==> src/rtl/addsub_pkg.sv <==
`default_nettype none
// ============================================================================
// Module  : addsub_pkg
// Purpose : Shared sizing helpers for the carry-pipelined add/sub block.
//           Bits are split into equal chunks, one chunk per pipeline stage;
//           the trailing stages may end up with no bits at all.
// Ports   : none (package)
// Rev     : 1.0  initial release
// ============================================================================
package addsub_pkg;

  // The result record holds the sum plus two flags: cout and ovf.
  localparam int RES_FLAG_W = 2;

  // Bits handled by each stage: ceil(w / stages).
  function automatic int chunk_w(input int w, input int stages);
    return (w + stages - 1) / stages;
  endfunction

  // Lowest bit owned by stage k.
  function automatic int slice_lo(input int k, input int chunk);
    return k * chunk;
  endfunction

  // Highest bit owned by stage k. A result below slice_lo marks an empty stage.
  function automatic int slice_hi(input int k, input int chunk, input int w);
    int top;
    top = (k + 1) * chunk;
    if (top > w) top = w;
    return top - 1;
  endfunction

  // Width of the packed {sum, cout, ovf} result record.
  function automatic int res_w(input int w);
    return w + RES_FLAG_W;
  endfunction

endpackage
`default_nettype wire

==> src/rtl/pipelined_addsub_if.sv <==
`default_nettype none
// ============================================================================
// Module  : pipelined_addsub_if
// Purpose : Operand and result streams of the pipelined add/sub block.
// Ports   : in_valid/in_ready/a/b/cin/sub   operand beat (producer -> block)
//           out_valid/out_ready/sum/cout/ovf result beat (block -> consumer)
//           master = producer/consumer side, slave = the adder itself
// Rev     : 1.0  initial release
// ============================================================================
interface pipelined_addsub_if #(
  parameter int W = 8
);
  logic         in_valid;
  logic         in_ready;
  logic [W-1:0] a;
  logic [W-1:0] b;
  logic         cin;
  logic         sub;
  logic         out_valid;
  logic         out_ready;
  logic [W-1:0] sum;
  logic         cout;
  logic         ovf;

  modport master (
    output in_valid, a, b, cin, sub, out_ready,
    input  in_ready, out_valid, sum, cout, ovf
  );

  modport slave (
    input  in_valid, a, b, cin, sub, out_ready,
    output in_ready, out_valid, sum, cout, ovf
  );
endinterface
`default_nettype wire

==> src/rtl/addsub_slice.sv <==
`default_nettype none
// ============================================================================
// Module  : addsub_slice
// Purpose : Combinational ripple of CW full-adder cells for one bit-slice.
// Ports   : a, b_eff     slice operands (b already inverted for subtract)
//           carry_in     carry entering bit 0 of the slice
//           sum          slice sum bits
//           carry_out    carry leaving the top bit of the slice
//           carry_top    carry entering the top bit (used for overflow)
// Rev     : 1.0  initial release
// ============================================================================
module addsub_slice #(
  parameter int CW = 2
) (
  input  logic [CW-1:0] a,
  input  logic [CW-1:0] b_eff,
  input  logic          carry_in,
  output logic [CW-1:0] sum,
  output logic          carry_out,
  output logic          carry_top
);

  // Carry is rippled through a block-local variable so the chain stays a
  // single combinational process instead of a self-referencing vector.
  logic carry;

  always_comb begin
    sum       = '0;
    carry     = carry_in;
    carry_top = carry_in;
    for (int i = 0; i < CW; i++) begin
      if (i == CW - 1) carry_top = carry;
      sum[i] = a[i] ^ b_eff[i] ^ carry;
      carry  = (a[i] & b_eff[i]) | (carry & (a[i] ^ b_eff[i]));
    end
    carry_out = carry;
  end

endmodule
`default_nettype wire

==> src/rtl/pipelined_addsub.sv <==
`default_nettype none
// ============================================================================
// Module  : pipelined_addsub
// Purpose : W-bit adder/subtractor with a STAGES-deep carry-pipelined ripple
//           chain, one operation per cycle, valid/ready on both sides.
// Ports   : clk   rising-edge clock
//           rst   synchronous active-high reset
//           bus   slave side of pipelined_addsub_if (operands in, result out)
// Rev     : 1.0  initial release
// ============================================================================
module pipelined_addsub
  import addsub_pkg::*;
#(
  parameter int W      = 8,
  parameter int STAGES = 4
) (
  input  logic                  clk,
  input  logic                  rst,
  pipelined_addsub_if.slave     bus
);

  localparam int CHUNK = chunk_w(W, STAGES);
  localparam int LAST  = STAGES - 1;

  // Per-stage registers: skewed operands, partial sum, carry, carry into MSB.
  logic [W-1:0] a_q [STAGES];
  logic [W-1:0] a_d [STAGES];
  logic [W-1:0] b_q [STAGES];
  logic [W-1:0] b_d [STAGES];
  logic [W-1:0] s_q [STAGES];
  logic [W-1:0] s_d [STAGES];
  logic         v_q [STAGES];
  logic         v_d [STAGES];
  logic         c_q [STAGES];
  logic         c_d [STAGES];
  logic         m_q [STAGES];
  logic         m_d [STAGES];

  // What each stage sees at its input, and what its slice produces.
  logic [W-1:0] st_a   [STAGES];
  logic [W-1:0] st_b   [STAGES];
  logic [W-1:0] st_s   [STAGES];
  logic         st_v   [STAGES];
  logic         st_c   [STAGES];
  logic         st_m   [STAGES];
  logic [W-1:0] sl_sum [STAGES];
  logic         sl_c   [STAGES];
  logic         sl_m   [STAGES];

  logic                 advance;
  logic [res_w(W)-1:0]  res;

  // The whole pipe moves as one unit; it only freezes when a finished
  // result is waiting and the consumer refuses it.
  assign advance      = !v_q[LAST] || bus.out_ready;
  assign bus.in_ready = advance;

  always_comb begin : stage_inputs
    // Subtraction is A + ~B + ~borrow, so invert b and cin up front.
    st_a[0] = bus.a;
    st_b[0] = bus.sub ? ~bus.b : bus.b;
    st_s[0] = '0;
    st_v[0] = bus.in_valid;
    st_c[0] = bus.sub ^ bus.cin;
    st_m[0] = 1'b0;
    for (int k = 1; k < STAGES; k++) begin
      st_a[k] = a_q[k-1];
      st_b[k] = b_q[k-1];
      st_s[k] = s_q[k-1];
      st_v[k] = v_q[k-1];
      st_c[k] = c_q[k-1];
      st_m[k] = m_q[k-1];
    end
  end

  for (genvar k = 0; k < STAGES; k++) begin : g_stage
    localparam int LO = slice_lo(k, CHUNK);
    localparam int HI = slice_hi(k, CHUNK, W);

    if (LO <= W - 1) begin : g_slice
      localparam int CW = HI - LO + 1;
      logic [CW-1:0] part_sum;
      logic          part_cout;
      logic          part_ctop;

      addsub_slice #(.CW(CW)) u_slice (
        .a         (st_a[k][HI:LO]),
        .b_eff     (st_b[k][HI:LO]),
        .carry_in  (st_c[k]),
        .sum       (part_sum),
        .carry_out (part_cout),
        .carry_top (part_ctop)
      );

      assign sl_sum[k] = W'(part_sum) << LO;
      assign sl_c[k]   = part_cout;
      // Only the slice holding bit W-1 knows the carry into the MSB.
      assign sl_m[k]   = (HI == W - 1) ? part_ctop : st_m[k];
    end else begin : g_pass
      // No bits left for this stage: it is a pure delay element.
      assign sl_sum[k] = '0;
      assign sl_c[k]   = st_c[k];
      assign sl_m[k]   = st_m[k];
    end
  end

  always_comb begin : stage_next
    for (int k = 0; k < STAGES; k++) begin
      a_d[k] = st_a[k];
      b_d[k] = st_b[k];
      v_d[k] = st_v[k];
      s_d[k] = st_s[k] | sl_sum[k];
      c_d[k] = sl_c[k];
      m_d[k] = sl_m[k];
    end
  end

  always_ff @(posedge clk) begin
    if (rst) begin
      for (int k = 0; k < STAGES; k++) begin
        a_q[k] <= '0;
        b_q[k] <= '0;
        s_q[k] <= '0;
        v_q[k] <= 1'b0;
        c_q[k] <= 1'b0;
        m_q[k] <= 1'b0;
      end
    end else if (advance) begin
      for (int k = 0; k < STAGES; k++) begin
        a_q[k] <= a_d[k];
        b_q[k] <= b_d[k];
        s_q[k] <= s_d[k];
        v_q[k] <= v_d[k];
        c_q[k] <= c_d[k];
        m_q[k] <= m_d[k];
      end
    end
  end

  // Signed overflow: carry into the MSB disagrees with carry out of it.
  assign res           = {s_q[LAST], c_q[LAST], m_q[LAST] ^ c_q[LAST]};
  assign bus.sum       = res[W+1:2];
  assign bus.cout      = res[1];
  assign bus.ovf       = res[0];
  assign bus.out_valid = v_q[LAST];

endmodule
`default_nettype wire
==> src/flat_wrapper.sv <==
// flat-port wrapper written by rule: the top's interface ports become plain ports
module pipelined_addsub_flat import addsub_pkg::*;
#(
  parameter int W      = 8,
  parameter int STAGES = 4
)
  (clk, rst, bus_in_valid, bus_a, bus_b, bus_cin, bus_sub, bus_out_ready, bus_in_ready, bus_out_valid, bus_sum, bus_cout, bus_ovf);
  pipelined_addsub_if #(.W(W)) bus_i ();
  input  logic clk;
  input  logic rst;
  input wire logic [$bits(bus_i.in_valid)-1:0] bus_in_valid;
  input wire logic [$bits(bus_i.a)-1:0] bus_a;
  input wire logic [$bits(bus_i.b)-1:0] bus_b;
  input wire logic [$bits(bus_i.cin)-1:0] bus_cin;
  input wire logic [$bits(bus_i.sub)-1:0] bus_sub;
  input wire logic [$bits(bus_i.out_ready)-1:0] bus_out_ready;
  output wire logic [$bits(bus_i.in_ready)-1:0] bus_in_ready;
  output wire logic [$bits(bus_i.out_valid)-1:0] bus_out_valid;
  output wire logic [$bits(bus_i.sum)-1:0] bus_sum;
  output wire logic [$bits(bus_i.cout)-1:0] bus_cout;
  output wire logic [$bits(bus_i.ovf)-1:0] bus_ovf;
  assign bus_i.in_valid = bus_in_valid;
  assign bus_i.a = bus_a;
  assign bus_i.b = bus_b;
  assign bus_i.cin = bus_cin;
  assign bus_i.sub = bus_sub;
  assign bus_i.out_ready = bus_out_ready;
  assign bus_in_ready = bus_i.in_ready;
  assign bus_out_valid = bus_i.out_valid;
  assign bus_sum = bus_i.sum;
  assign bus_cout = bus_i.cout;
  assign bus_ovf = bus_i.ovf;
  pipelined_addsub #(.W(W), .STAGES(STAGES)) u_core (.clk(clk), .rst(rst), .bus(bus_i));
endmodule
==> config.mk <==
export PLATFORM = sky130hd
export DESIGN_NAME = pipelined_addsub_flat
export DESIGN_NICKNAME = d
export VERILOG_FILES = /design/src/rtl/addsub_pkg.sv /design/src/rtl/pipelined_addsub_if.sv /design/src/rtl/addsub_slice.sv /design/src/rtl/pipelined_addsub.sv /design/src/flat_wrapper.sv
export SDC_FILE = /design/constraint.sdc
export NUM_CORES = 1
export LEC_CHECK = 0
export BUFFER_PORTS_ARGS = -buffer_cell sky130_fd_sc_hd__buf_4
export CORE_ASPECT_RATIO = 2
export CORE_MARGIN = 5
export CORE_UTILIZATION = 43
export CTS_CLUSTER_DIAMETER = 30
export DETAILED_ROUTE_END_ITERATION = 10
export SLEW_MARGIN = 20
export SYNTH_ARGS = -nofsm -noshare
export SYNTH_HDL_FRONTEND = slang
export SYNTH_SLANG_ARGS = --single-unit
==> constraint.sdc <==
create_clock -name clk -period 3.7 [get_ports clk]
set_input_delay 0.74 -clock clk [delete_from_list [all_inputs] [get_ports clk]]
set_output_delay 0.74 -clock clk [all_outputs]
set_load 0.02 [all_outputs]
Word-level counts from Yosys, hierarchy flattened
Memory sizes are Yosys's and may differ from the RTL's.
Cells that the tools add are included.
- bitwise operators: 70
- reduce and logical (&&, ||, !) cells: 2
- mux-type cells: 30
- operators by type and width (kind ; count):
    2-to-1 mux 8 bit ; 13
    bitwise OR 1 bit ; 32
    bitwise XOR 1 bit ; 18
    2-to-1 mux 1 bit ; 17
    AND 1 bit ; 16
    NOT 8 bit ; 1
    bitwise OR 8 x 4 -> 8 bit ; 1
    bitwise OR 8 x 6 -> 8 bit ; 1
    bitwise OR 8 bit ; 1
    zero test 1 bit ; 1
    logical OR 1 bit ; 1
- bits in writable memories: 108
- memories kept: 6
- register bits: 0
- input port bits: 22
- word-level logic and storage cells: 108
- memories (memory ; depth ; bits a word ; rd ports ; clocked after Yosys merged registers in ; write ports ; line ; text):
    u_core.a_q ; 4 ; 8 ; 3 ; 0 ; 4 ; pipelined_addsub.sv:26 ; logic [W-1:0] a_q [STAGES];
    u_core.b_q ; 4 ; 8 ; 3 ; 0 ; 4 ; pipelined_addsub.sv:28 ; logic [W-1:0] b_q [STAGES];
    u_core.s_q ; 4 ; 8 ; 4 ; 0 ; 4 ; pipelined_addsub.sv:30 ; logic [W-1:0] s_q [STAGES];
    u_core.c_q ; 4 ; 1 ; 4 ; 0 ; 4 ; pipelined_addsub.sv:34 ; logic c_q [STAGES];
    u_core.m_q ; 4 ; 1 ; 3 ; 0 ; 4 ; pipelined_addsub.sv:36 ; logic m_q [STAGES];
    u_core.v_q ; 4 ; 1 ; 4 ; 0 ; 4 ; pipelined_addsub.sv:32 ; logic v_q [STAGES];

Logic depth before layout (Yosys ltp)
- depth after elaboration: 8
- depth in mapped cells: 6

Cells and area by module
A second synthesis with hierarchy kept.
- cells, all modules: 140
- area, all modules: 2600.0 µm²
- modules (own cells, without submodules) (module ; area each (µm²) ; instances ; seq. area each (µm²) ; cells an instance):
    pipelined_addsub ; 2439.8 ; 1 ; 1591.5 ; 132
    addsub_slice ; 40.0 ; 4 ; 0.0 ; 2

Worst setup path after synthesis
OpenSTA, ideal clock, no wires.
- path type: input -> register
- start: input rst
- end: memory u_core.a_q[1][4] (netlist: u_core.a_q[0][12]), enable pin
- buffers on the path: 1
- library setup time: 0.419 ns
- data arrival time: 2.242 ns
- path slack: 1.038 ns
- required time: 3.281 ns
- stages on the path: 2
- path through: buf_2 nand2b_1
- RTL lines (item ; line ; text):
    from (decl) ; flat_wrapper.sv:10 ; input logic rst;
    to (decl) ; pipelined_addsub.sv:26 ;

Final worst setup path
- start: input bus_out_ready
- end: output bus_in_ready
- longest elaborated chain between the ends: 1
- ends and longest elaborated chain (item ; line ; text):
    from (decl) ; flat_wrapper.sv:16 ; input wire logic [$bits(bus_i.out_ready)-1:0] bus_out_ready;
    logical OR 1 bit ; pipelined_addsub.sv:55 ; assign advance = !v_q[LAST] || bus.out_ready;
    to (decl) ; flat_wrapper.sv:17 ; output wire logic [$bits(bus_i.in_ready)-1:0] bus_in_ready;
Every way passes these cells.

==> summary.md <==
| Metric | Value |
|---|---|
| Worst Path Max Fanout | 11 |
| Post-Syn Area | 2630 µm² |
| R2r startpoint | u_core.v_q[3] |
| CTS H-tree depth | 2 |
| I/O pin total | 34 |
| Post-synthesis simple-gate area fraction | 0.238 |
| Arrival time at the worst endpoint | 1.53 ns |
| Area added between synthesis and finish | 15.0% |
| Worst skew pair latency | between 0.2 and 0.3 ns |
| Fin crit period | 2.27 ns |
| Worst min path class | flop to flop |
| Main combinational cell family by area after synthesis | simple AND/OR/NAND/NOR gates |
| Post-CTS Hold Buffers | 0 |
| Max VDD drop | 0.000299 V |
| Unique masters post-synth | 13 |
| Setup Crit Path Kind | primary input to output port |
| DIE AREA | 7890 µm² |
| CTS Sinks | 53 |
| Logic pwr share | 0.107 |
| Post-Synth XOR/XNOR Area | 0.0333 |
| Status | complete, no violations |
| Register area share after synthesis | 0.604 |
| Placer congestion estimate | 0.711 |
| Drt pass-1 iters | 4 |
| Kind of end point of the critical path | output port |
| Post-Syn Instances | 156 |
| CTS tree | done |
| Vias in the first global route | 1356 |
| Max Slew Vio Count | 0 |
| Internal power | 1.03 mW |
| Clock Skew | a little over 0.004 ns |
| Req. time, crit path | 2.96 ns |
| Sw Share | 0.209 |
| CTS Root Cell | clkbuf_16 |
| Clock Pin Slew Worst Setup and Hold Paths | 0.06 ns |
| # DRC | 0 |
| Final-report setup violation count | 0 |
| Largest net degree at the start of global routing | 54 |
| Maximum clock path buffer count | 2 |
| Leakage | 1.17 nW |
| Avg Cell Area, Syn | 16.9 µm² |
| Resize count post-CTS | 0 |
| 1st-iter DRT viols | 29 |
| Post-Route WL | about 4 mm |
| Final period util | 0.613 |
| Total GRT Usage | 0.118 |
| Synth Register Bits | 53 |
| # diodes | 0 |
| Synth warn | 0 |
| Max Cap Viol | 0 |
| Psw | around 0.27 mW |
| Rows | 40 |
| Fin. Hold Viols | 0 |
| Sequential power share | 0.550 |
| RSZ-0062 raised after global routing | no |
| Fmax | 0.441 GHz |
| Post-DP HPWL | 2.74 mm |
| Vias | ~1300 |
| # Post-CTS Setup Buffers | 0 |
| CP Launch Type | primary input |
| Post-layout util | 0.504 |
| Synth Area in Adders | 0.0608 |
| Die height | 121 µm |
| Global-route wire length before repair | 6.91 mm |
| Compound-Gate Fraction of Synth Area | 0 |
| Setup TNS | 0 ns |
| Final ANT Viol Nets | 0 |
| Headroom to the max-slew limit | 0.455 |
| Fin nets | around 220 |
| Hold WS | 0.570 ns |
| Wire per inst | 16.3 µm |
| Worst slew pin tran | 0.818 ns |
| Layout cell share with drive strength beyond 1 | 0.500 |
| Total gr overflow | 0 |
| Worst Setup SP | bus_out_ready |
| FILL cells | 520 |
| Buffers on Ports | 33 |
| Post-synth net total | 186 |
| Hold Startpoint | u_core.s_q[1][0] |
| Clock Power Share | 0.343 |
| CTS buffer count | 5 |
| Pwr/cell area | 430 nW/µm² |
| DR vias/cell | 5.05 |
| Mux cell area share after synthesis | 0 |
| Initial core utilization | 0.439 |
| Initial antenna violation count | 0 |
| Die Width | 65.3 µm |
| Core area | around 6000 µm² |
-- metal layers --
| layer | wire [µm] | global-route usage | vias to the layer above |
|---|---|---|---|
| li1 | - | - | 609 |
| met1 | 1410 | 0.123 | 616 |
| met2 | 2370 | 0.210 | 33 |
| met3 | 190 | 0.0260 | 9 |
| met4 | 129 | 0.0675 | 0 |
| met5 | 0 | 0 | - |
-- power groups by stage --
stage	clock network, mW	registers (mW)	logic, mW
after CTS	0.459	0.718	0.144
after detailed placement	0	0.730	0.143
final	0.446	0.717	0.140
after global placement	0	0.728	0.138
after global routing	0.482	0.721	0.155
after floorplan	0	0.734	0.0940
-- cell families after synthesis --
kind of cell	after synthesis
flops	53
buf+inv	30
fa+ha+maj	8
simple gates	55
xor+xnor	10
-- final cells by class --
cell class | instances | area, µm² | share of cell area
flip-flops and latches | 53 | 1590 | 0.526
multi-input cells | 73 | 876 | 0.289
repair buffers | 37 | 278 | 0.0917
clock buffers | 7 | 133 | 0.0438
well taps | 63 | 78.8 | 0.0260
inverters | 17 | 63.8 | 0.0211
clock inverters | 1 | 7.51 | 0.00248
-- synth_stat cells, drive strengths merged --
library cell / count / area share
buf: 13 / 0.040
edfxtp: 53 / 0.60
fa: 8 / 0.061
inv: 17 / 0.024
nand2b: 1 / 0.0024
nor2b: 1 / 0.0052
nor3: 15 / 0.057
nor3b: 38 / 0.17
xnor2: 8 / 0.027
xor2: 2 / 0.0067
-- stage by stage --
stage / instances / worst slack (ns) / instance area [µm²] / power (mW)
after floorplan: 156 / 1.04 / 2630 / 0.828
after global placement: 243 / 1.36 / 2890 / 0.865
after detailed placement: 243 / 1.31 / 2890 / 0.874
after CTS: 251 / 1.41 / 3030 / 1.32
after global routing: 251 / 1.39 / 3030 / 1.36
final: 251 / 1.43 / 3030 / 1.30
-- worst paths after layout --
path / to / cells past startpoint / slack, ns
worst max register to register: u_core.b_q[0][14] / 3 / 1.84
worst min register to register: u_core.s_q[2][0] / 1 / 0.57
worst max-delay path: bus_in_ready / 4 / 1.43
worst min-delay path: u_core.s_q[2][0] / 1 / 0.57
-- worst max-delay path, stage by stage --
cell and delay (ns):
buf_4 0.12, nor2b_4 0.32, inv_1 0.16, buf_4 0.19
-- state kept, by name (all words and copies together) (netlist names) --
register and cells:
u_core.c_q 4, u_core.b_q 12, u_core.a_q 12, u_core.v_q 4, u_core.m_q 1, u_core.s_q 20
-- cells in the final DEF (no fill, tap or decap) --
| master | Yosys | final |
|---|---|---|
| xor2_1 | 2 | 2 |
| clkbuf_16 | 0 | 5 |
| fa_1 | 8 | 8 |
| nor3b_1 | 4 | 4 |
| nor3b_2 | 34 | 34 |
| nor3_2 | 15 | 15 |
| nand2b_2 | 0 | 1 |
| inv_1 | 17 | 17 |
| buf_4 | 1 | 37 |
| clkinvlp_4 | 0 | 1 |
| xnor2_1 | 8 | 8 |
| clkbuf_1 | 0 | 2 |
| nor2b_4 | 1 | 1 |
| edfxtp_1 | 53 | 53 |
No activity file was read; power rests on OpenSTA's default activity.
